$ cat src/rtl/uart_tx_mmio_if.sv
// Data-memory port bundle between the CPU EX stage and the UART transmitter.
interface uart_tx_mmio_if;
    logic        mem_ena;
    logic        mem_rw;
    logic [31:0] mem_addr;
    logic [31:0] mem_wdata;
    logic [31:0] mem_rdata;

    modport master (output mem_ena, mem_rw, mem_addr, mem_wdata, input mem_rdata);
    modport slave  (input mem_ena, mem_rw, mem_addr, mem_wdata, output mem_rdata);
endinterface

$ cat src/rtl/uart_tx_mmio.sv
// Memory-mapped UART transmitter: DATA/STATUS registers, transmit FIFO, 8N1 serialiser.
// Define UART_TX_PARITY_EN to insert an even-parity bit (8E1 frame).
module uart_tx_mmio #(
    parameter logic [31:0] BASE_ADDR  = 32'h1000_0000,
    parameter int          CLK_DIV    = 868,
    parameter int          FIFO_DEPTH = 8
) (
    input  logic          clk,
    input  logic          rst,
    uart_tx_mmio_if.slave bus,
    output logic          tx
);
    localparam int          AW         = $clog2(FIFO_DEPTH);
    localparam int          CW         = AW + 1;
    localparam logic [15:0] BIT_RELOAD = 16'(CLK_DIV - 1);

    typedef enum logic [2:0] {
        IDLE,
        START,
        DATA,
`ifdef UART_TX_PARITY_EN
        PARITY,
`endif
        STOP
    } state_t;

    state_t        state, state_nx;
    logic [AW-1:0] wr_ptr, rd_ptr;
    logic [CW-1:0] count;
    logic [7:0]    fifo_mem [FIFO_DEPTH];
    logic [7:0]    shreg;
    logic [15:0]   bit_cnt, bit_cnt_nx;
    logic [2:0]    bit_idx, bit_idx_nx;
    logic          tx_nx, overflow, pop, load, shift, bit_done;
    logic          hit_data, hit_status, wr_en, push, full, empty, busy;
    logic          unused_wdata;
`ifdef UART_TX_PARITY_EN
    logic          parity;
`endif

    assign hit_data     = bus.mem_addr == BASE_ADDR;
    assign hit_status   = bus.mem_addr == BASE_ADDR + 32'd4;
    assign wr_en        = bus.mem_ena & bus.mem_rw;
    assign full         = count == CW'(FIFO_DEPTH);
    assign empty        = count == '0;
    assign busy         = state != IDLE;
    assign push         = wr_en & hit_data & ~full;
    assign bit_done     = bit_cnt == '0;
    assign unused_wdata = ^bus.mem_wdata[31:8];

    assign bus.mem_rdata = (bus.mem_ena && !bus.mem_rw && hit_status) ?
                           {28'b0, overflow, busy, empty, full} : 32'b0;

    // Fullness is sampled before this edge's pop, so a write to a full FIFO is dropped.
    always_ff @(posedge clk or negedge rst) begin
        if (!rst) begin
            wr_ptr   <= '0;
            rd_ptr   <= '0;
            count    <= '0;
            overflow <= 1'b0;
        end else begin
            if (push) wr_ptr <= wr_ptr + AW'(1);
            if (pop)  rd_ptr <= rd_ptr + AW'(1);
            if (push && !pop)      count <= count + CW'(1);
            else if (!push && pop) count <= count - CW'(1);
            if (wr_en && hit_status)          overflow <= 1'b0;
            else if (wr_en && hit_data && full) overflow <= 1'b1;
        end
    end

    always_ff @(posedge clk) begin
        if (push) fifo_mem[wr_ptr] <= bus.mem_wdata[7:0];
    end

    always_ff @(posedge clk) begin
        if (load) begin
            shreg <= fifo_mem[rd_ptr];
`ifdef UART_TX_PARITY_EN
            parity <= ^fifo_mem[rd_ptr];
`endif
        end else if (shift) begin
            shreg <= {1'b0, shreg[7:1]};
        end
    end

    always_ff @(posedge clk or negedge rst) begin
        if (!rst) begin
            state   <= IDLE;
            bit_cnt <= '0;
            bit_idx <= '0;
            tx      <= 1'b1;
        end else begin
            state   <= state_nx;
            bit_cnt <= bit_cnt_nx;
            bit_idx <= bit_idx_nx;
            tx      <= tx_nx;
        end
    end

    // tx_nx is the value the line takes for the whole of the next bit.
    always_comb begin
        state_nx   = state;
        bit_cnt_nx = bit_done ? BIT_RELOAD : bit_cnt - 16'd1;
        bit_idx_nx = bit_idx;
        tx_nx      = tx;
        pop        = 1'b0;
        load       = 1'b0;
        shift      = 1'b0;
        case (state)
            IDLE: begin
                bit_cnt_nx = '0;
                if (!empty) begin
                    pop        = 1'b1;
                    load       = 1'b1;
                    state_nx   = START;
                    tx_nx      = 1'b0;
                    bit_cnt_nx = BIT_RELOAD;
                end
            end
            START: begin
                if (bit_done) begin
                    state_nx   = DATA;
                    bit_idx_nx = '0;
                    tx_nx      = shreg[0];
                end
            end
            DATA: begin
                if (bit_done) begin
                    if (bit_idx == 3'd7) begin
                        bit_idx_nx = '0;
`ifdef UART_TX_PARITY_EN
                        state_nx = PARITY;
                        tx_nx    = parity;
`else
                        state_nx = STOP;
                        tx_nx    = 1'b1;
`endif
                    end else begin
                        bit_idx_nx = bit_idx + 3'd1;
                        shift      = 1'b1;
                        tx_nx      = shreg[1];
                    end
                end
            end
`ifdef UART_TX_PARITY_EN
            PARITY: begin
                if (bit_done) begin
                    state_nx = STOP;
                    tx_nx    = 1'b1;
                end
            end
`endif
            STOP: begin
                if (bit_done) begin
                    if (!empty) begin
                        pop      = 1'b1;
                        load     = 1'b1;
                        state_nx = START;
                        tx_nx    = 1'b0;
                    end else begin
                        state_nx   = IDLE;
                        bit_cnt_nx = '0;
                    end
                end
            end
            default: begin
                state_nx   = IDLE;
                bit_cnt_nx = '0;
                tx_nx      = 1'b1;
            end
        endcase
    end
endmodule

$ cat src/flat_wrapper.sv
// flat-port wrapper written by rule: the top's interface ports become plain ports
module uart_tx_mmio_flat 
#(
    parameter logic [31:0] BASE_ADDR  = 32'h1000_0000,
    parameter int          CLK_DIV    = 868,
    parameter int          FIFO_DEPTH = 8
)
  (clk, rst, tx, bus_mem_ena, bus_mem_rw, bus_mem_addr, bus_mem_wdata, bus_mem_rdata);
  uart_tx_mmio_if bus_i ();
  input  logic clk;
  input  logic rst;
  output logic tx;
  input wire logic [$bits(bus_i.mem_ena)-1:0] bus_mem_ena;
  input wire logic [$bits(bus_i.mem_rw)-1:0] bus_mem_rw;
  input wire logic [$bits(bus_i.mem_addr)-1:0] bus_mem_addr;
  input wire logic [$bits(bus_i.mem_wdata)-1:0] bus_mem_wdata;
  output wire logic [$bits(bus_i.mem_rdata)-1:0] bus_mem_rdata;
  assign bus_i.mem_ena = bus_mem_ena;
  assign bus_i.mem_rw = bus_mem_rw;
  assign bus_i.mem_addr = bus_mem_addr;
  assign bus_i.mem_wdata = bus_mem_wdata;
  assign bus_mem_rdata = bus_i.mem_rdata;
  uart_tx_mmio #(.BASE_ADDR(BASE_ADDR), .CLK_DIV(CLK_DIV), .FIFO_DEPTH(FIFO_DEPTH)) u_core (.clk(clk), .rst(rst), .bus(bus_i), .tx(tx));
endmodule
$ cat config.mk
export PLATFORM = sky130hd
export DESIGN_NAME = uart_tx_mmio_flat
export DESIGN_NICKNAME = d
export VERILOG_FILES = /design/src/rtl/uart_tx_mmio_if.sv /design/src/rtl/uart_tx_mmio.sv /design/src/flat_wrapper.sv
export SDC_FILE = /design/constraint.sdc
export NUM_CORES = 1
export LEC_CHECK = 0
export CAP_MARGIN = 10
export CORE_ASPECT_RATIO = 0.75
export CORE_MARGIN = 5
export CORE_UTILIZATION = 52
export CTS_BUF_LIST = sky130_fd_sc_hd__clkbuf_16
export CTS_CLUSTER_DIAMETER = 100
export DETAILED_ROUTE_END_ITERATION = 6
export PLACE_DENSITY = 0.79
export SETUP_SLACK_MARGIN = 0.15
export SLEW_MARGIN = 20
export SYNTH_ARGS = -nofsm -noshare
export SYNTH_HDL_FRONTEND = slang
export SYNTH_SLANG_ARGS = --single-unit
export TNS_END_PERCENT = 5
$ cat constraint.sdc
create_clock -name clk -period 4 [get_ports clk]
set_clock_uncertainty 0.05 [all_clocks]
set_input_delay 0.8 -clock clk [delete_from_list [all_inputs] [get_ports clk]]
set_output_delay 0.8 -clock clk [all_outputs]
set_load 0.02 [all_outputs]
# Yosys cells after proc, flatten, opt, wreduce, memory -nomap -nowiden
# Memory sizes are Yosys's and may differ from the RTL's.
# Cells that the tools add are included.
[word_totals]
memories = 1
word_cells = 91
ramBits = 64
out_inout_bits = 33
register_bits = 42
[classes]
n_eq_ne = 12
mux = 37
n_addsub = 6
n_reduce_logical = 22
bitwise_logic = 4
[mem_list]
columns = ["name", "depth", "word_bits", "read_ports", "rd_clocked_by_memory_dff", "write_ports", "line", "source"]
rows = [
  ["u_core.fifo_mem", 8, 8, 1, 0, 1, "uart_tx_mmio.sv:30", "logic [7:0] fifo_mem [FIFO_DEPTH];"],
]
[ops]
columns = ["operator", "count"]
rows = [
  ["equality test 32 x 29 -> 1 bit (second input constant)", 2],
  ["two-way mux 16 bit", 3],
  ["case mux 16 bit (3 select lines)", 1],
  ["two-way mux 3 bit", 8],
  ["zero test 16 bit", 1],
  ["two-way mux 8 bit", 2],
  ["subtractor 16 x 1 -> 16 bit (second input constant)", 1],
  ["two-way mux 1 bit", 15],
  ["two-way mux 4 bit", 3],
  ["case mux 3 bit (4 select lines)", 1],
  ["two-way mux 10 bit", 1],
  ["adder 3 x 1 -> 3 bit (second input constant)", 3],
  ["inequality test 2 x 1 -> 1 bit (second input constant)", 4],
  ["nonzero test 2 bit", 4],
  ["logical AND 1 bit", 7],
  ["equality test 3 x 2 -> 1 bit (second input constant)", 2],
  ["case mux 3 bit (2 select lines)", 1],
  ["AND reduction 3 bit", 2],
  ["AND reduction 5 bit", 1],
  ["adder 4 x 1 -> 4 bit (second input constant)", 1],
  ["equality test 4 bit (second input constant)", 1],
  ["zero test 4 bit", 1],
  ["case mux 1 bit (4 select lines)", 1],
  ["subtractor 4 x 1 -> 4 bit (second input constant)", 1],
  ["10 further kinds", 14],
]

# Logic depth before layout (Yosys ltp)
[logic_depth]
depth_word = 7
mapped_depth = 14
ltp_nobuf = 12

# Worst setup path before layout
# Ideal clock, no wire load.
[synth_path]
path_kind = "input to register"
from = "input port bus_mem_addr[13]"
to = "register u_core.count[3]"
t_required_ns = 3.870
setup_slack_ns = 0.650
cell_stages = 12
arrival_time_ns = 3.220
path_buffers = 1
path_cell_list = "nor4_1 -> nand4_1 -> or2_2 -> clkbuf_1 -> nor4_1 -> ha_1 -> inv_1 -> ha_1 -> a21o_2 -> a21oi_1 -> mux2i_1 -> xnor2_1"
[synth_between]
elab_chain_cells = 6
elab_cells_between_ends = 8
classes_between = "eq/ne (1); mux (1); bitwise (2); reduce/logical (4)"
[synth_lines]
columns = ["item", "line", "source"]
rows = [
  ["start, declared", "flat_wrapper.sv:15", "input wire logic [$bits(bus_i.mem_addr)-1:0] bus_mem_addr;"],
  ["equality test 32 x 29 -> 1 bit *", "uart_tx_mmio.sv:41", "assign hit_data = bus.mem_addr == BASE_ADDR;"],
  ["bitwise AND 1 bit * (2 in series)", "uart_tx_mmio.sv:47", "assign push = wr_en & hit_data & ~full;"],
  ["named net u_core.push", "uart_tx_mmio.sv:35", "logic hit_data, hit_status, wr_en, push, full, empty, busy;"],
  ["zero test 1 bit", "uart_tx_mmio.sv:65", "else if (!push && pop) count <= count - CW'(1);"],
  ["logical AND 1 bit", "uart_tx_mmio.sv:65", ""],
  ["nonzero test 2 bit (no source line)", "n/a", ""],
  ["end signal, assigned", "uart_tx_mmio.sv:64", "if (push && !pop) count <= count + CW'(1);"],
  ["end signal, assigned", "uart_tx_mmio.sv:65", ""],
  ["end, declared", "uart_tx_mmio.sv:29", "logic [CW-1:0] count;"],
]
# The timed path passes the listed nets; every way through them passes the cells marked *.
# A chain may end at the register's enable or synchronous reset.

# Final worst setup path
[layout_path]
from = "input port bus_mem_addr[5]"
to = "output port bus_mem_rdata[3]"
[layout_between]
elab_chain_cells = 3
[layout_lines]
columns = ["item", "line", "source"]
rows = [
  ["equality test 32 x 29 -> 1 bit", "uart_tx_mmio.sv:42", "assign hit_status = bus.mem_addr == BASE_ADDR + 32'd4;"],
  ["logical AND 1 bit", "uart_tx_mmio.sv:51", "assign bus.mem_rdata = (bus.mem_ena && !bus.mem_rw && hit_status) ?"],
  ["two-way mux 4 bit", "uart_tx_mmio.sv:51", ""],
  ["end, declared", "flat_wrapper.sv:17", "output wire logic [$bits(bus_i.mem_rdata)-1:0] bus_mem_rdata;"],
]
# No other way between the ends.

==> summary.md <==
| Metric | Value |
|---|---|
| Outcome | `finished, final reports clean` |
| FFs w/ async S/R, synth | `0.3143` |
| Starting DRC count in detailed routing | `206` |
| Ports | `101` |
| Post-Syn Area | `0.005135 mm2` |
| Switching power | `0.4620 mW` |
| Wire length per cell | `18.37 um` |
| Power Dens Cells | `351.8 mW/mm2` |
| Logic pwr share | `0.042` |
| Pint | `1.640 mW` |
| Slowest stage delay, CP | `0.64 ns` |
| DP Area | `0.005679 mm2` |
| ANT cells | `0` |
| Post CTS Setup Buffer Count | `0` |
| Final setup fails | `0` |
| Rel. slew slack | `0.4119` |
| Drc violations | `0` |
| Htree depth | `3` |
| Crit path required time | `3.15 ns` |
| Area grow syn2layout | `16.40%` |
| CP startpoint kind | `primary input` |
| Crit path max fanout | `6` |
| Routed vias | `3191` |
| EDFF count, synth | `72` |
| Post-synthesis cell count | `367` |
| Hold WC Path Type | `reg2reg` |
| Yosys cell types | `58` |
| Final-stage net count | `503` |
| First drt pass iteration count | `4` |
| F_max | `263.0 MHz` |
| Die footprint | `0.01198 mm2` |
| Die W | `124.7 um` |
| Critical path class | `in2out` |
| Max-cap check violation count | `0` |
| First-pass GRT wire length | `16.48 mm` |
| Row count | `31` |
| Global-route usage over all layers | `0.1779` |
| Worst Tran Pin Value | `0.8803 ns` |
| Leak Pwr | `2.215 nW` |
| Critical hold path startpoint | `u_core.bit_idx[1]$_DFFE_PN0P_` |
| Peak VDD IR | `0.0002506 V` |
| Fin cells | `558` |
| CP most frequent cell | `clkdlybuf4s50_1` |
| Synthesized flop and latch total | `105` |
| Initial antenna violation count | `0` |
| Period Utilization, post-route | `0.9505` |
| # port buffers | `48` |
| Vias in the first global route | `3259` |
| Core area | `0.009658 mm2` |
| CTS max path bufs | `2` |
| Largest net degree at the start of global routing | `34` |
| R2r worst-path depth | `11` |
| Fill count | `700` |
| Critical path's slowest cell | `clkdlybuf4s50_1` |
| RePlAce Congestion | `0.7770` |
| Cell taking the most area after synthesis | `edfxtp_1` |
| Initial Util | `0.5317` |
| Worst EP arrival | `2.95 ns` |
| Placed cell count | `542` |
| Reg-to-Reg Start | `u_core.count[0]$_DFFE_PN0P_` |
| Overall die height | `96.06 um` |
| RSZ-0062 raised after global routing | `yes` |
| Root buf cell | `clkbuf_16` |
| Routed Antenna Nets | `0` |
| Setup TNS | `0 ns` |
| Clock sinks | `105` |
| Yosys top cell area share | `0.4211` |
| Slew Limit Fails | `0` |
| Worst setup path endpoint | `bus_mem_rdata[3]` |
| Fin crit period | `3.802 ns` |
| Clock slew at reported path FFs | `0.07 ns` |
| Detailed Place HPWL | `7.061 mm` |
| Sequential area share after synthesis | `0.5821` |
| Final hold vios | `0` |
| Top_reg_cell synth | `edfxtp_1` |
| CTS tree | `built` |
| Non-Filler Cell Area, Final | `0.005977 mm2` |
| Most area-consuming cells after synthesis | `edfxtp_1 (42%), dfrtp_1 (16%), mux4_2 (7.0%), buf_4 (4.5%), ha_1 (3.2%)` |
| Layout cell share with drive strength beyond 1 | `0.1714` |
| R2R Setup Slk | `0.73 ns` |
| Warnings, synthesis | `0` |
| Clock group share of total power | `0.406` |
| Flop pwr share | `0.552` |
| Via density | `5.719` |
| Worst Setup SP | `bus_mem_addr[5]` |
| Crit path capture type | `output port` |
| Worst flop-to-flop path endpoint | `u_core.count[3]$_DFFE_PN0P_` |
| Cell Chain, Critical Path | `clkdlybuf4s50_1 > nor4_1 > nand4_1 > or2_2 > nor3_1 > clkdlybuf4s50_1` |
| Switching part of the total power | `0.2198` |
| Clock insertion delay at the later pin of the skew report | `0.35 ns` |
| GRT Residual Overflow | `0` |
| Routed wire length | `10.25 mm` |
| Number of buffers created by CTS | `9` |
| Mean Syn Cell Area | `13.99 um2` |
[power by group through the flow]
| stage | clock network [mW] | logic [mW] | registers, mW |
|---|---|---|---|
| after floorplan | 0 | 0.0487 | 1.18 |
| after detailed placement | 0 | 0.0876 | 1.18 |
| after global placement | 0 | 0.0850 | 1.18 |
| after global routing | 0.914 | 0.0949 | 1.16 |
| final | 0.854 | 0.0876 | 1.16 |
| after CTS | 0.867 | 0.0878 | 1.16 |
[metal layers]
metal | share of wire | routed length [um] | GRT usage
met1 | 0.44 | 4512 | 0.2370
met2 | 0.47 | 4815 | 0.2986
met3 | 0.074 | 762 | 0.03661
met5 | 0 | 0 | 0
met4 | 0.016 | 161 | 0.05748
[cells in the mapped netlist (all sizes together), types with 2 or more instances]
cell type / count
and2: 2
clkbuf: 10
mux2: 17
edfxtp: 72
o2bb2ai: 3
a21o: 4
or4b: 3
a21oi: 7
xor2: 3
mux2i: 2
a32o: 2
xnor2: 12
nand3: 6
and4: 4
ha: 13
nand2: 7
nor4: 17
o211ai: 2
or2: 3
nor4b: 4
buf: 34
nand4: 3
o21ai: 12
nor2b: 3
nand2b: 2
mux4: 16
dfrtp: 32
nor2: 25
or4: 6
inv: 8
nor3: 15
nor3b: 2
[state kept, by name, indices dropped and copies added, names as in the netlist]
| name | cells |
|---|---|
| u_core.fifo_mem | 64 |
| u_core.bit_cnt | 16 |
| u_core.tx | 1 |
| u_core.rd_ptr | 3 |
| u_core.shreg | 8 |
| u_core.count | 4 |
| u_core.overflow | 1 |
| u_core.state | 2 |
| u_core.bit_idx | 3 |
| u_core.wr_ptr | 3 |
[cell families (layout without fill, tap and decap cells)]
| logic type | count (synthesis) | after routing | synth area share |
|---|---|---|---|
| flops | 105 | 105 | 0.5821 |
| compound gates | 40 | 40 | 0.05605 |
| other cells | 1 | 28 | 0.0007303 |
| simple gates | 105 | 105 | 0.1201 |
| xor+xnor | 15 | 15 | 0.02559 |
| fa+ha+maj | 14 | 14 | 0.03558 |
| buf+inv | 52 | 84 | 0.06408 |
| mux | 35 | 35 | 0.1157 |
[layout by cell type, fill, tap and decap left out, types with 11 or more instances in the layout]
cell type / instances
buf_4: 12
clkdlybuf4s50_1: 46
conb_1: 28
dfrtp_1: 32
edfxtp_1: 72
ha_1: 13
mux2_2: 11
mux4_2: 16
nor2_1: 25
nor3_1: 15
nor4_1: 16
o21ai_0: 11
xnor2_1: 12
[final cells by class]
type                       instances  area (um2)  share of cell area
clock buffer                       9       225.2             0.03768
inverter                           8       30.03            0.005024
sequential                       105        2989              0.5001
clock inverter                     7       71.32             0.01193
multi-input combinational        237        1924              0.3220
timing repair buffer              60       571.8             0.09567
tap                              132       165.2             0.02763
[per-stage QoR]
stage	power (mW)	hold WS [ns]	setup WS, ns	util
6_report	2.102	0.4593	0.1981	0.6189
5_1_grt	2.169	0.4782	0.02137	0.6189
4_1_cts	2.115	0.4586	0.1887	0.6186
3_5_place_dp	1.272	0.4426	0.07345	0.5880
3_3_place_gp	1.269	0.4296	0.1840	0.5880
2_1_floorplan	1.233	0.4074	0.6503	-
[worst max-delay path: cells and delay by family]
family | cells | cell delay (ns)
buf+inv | 2 | 1.04
simple gates | 4 | 1.10
[worst min-delay path by stage]
stage | end | slack (ns) | depth (start not counted)
final | u_core.bit_idx[1]$_DFFE_PN0P_ | 0.46 | 1
after global routing | u_core.tx$_DFFE_PN1P_ | 0.48 | 1
after CTS | u_core.bit_idx[1]$_DFFE_PN0P_ | 0.46 | 1
after detailed placement | u_core.bit_idx[1]$_DFFE_PN0P_ | 0.44 | 1
after global placement | u_core.bit_idx[1]$_DFFE_PN0P_ | 0.43 | 1
after floorplan | u_core.bit_idx[0]$_DFFE_PN0P_ | 0.41 | 1
[repair_timing]
action,CTS,global route
cloned,0,0
resized for setup,1,1
hold buffers,0,0
setup endpoints to repair,1,4
Note: power is estimated with default switching activity, not from simulation.
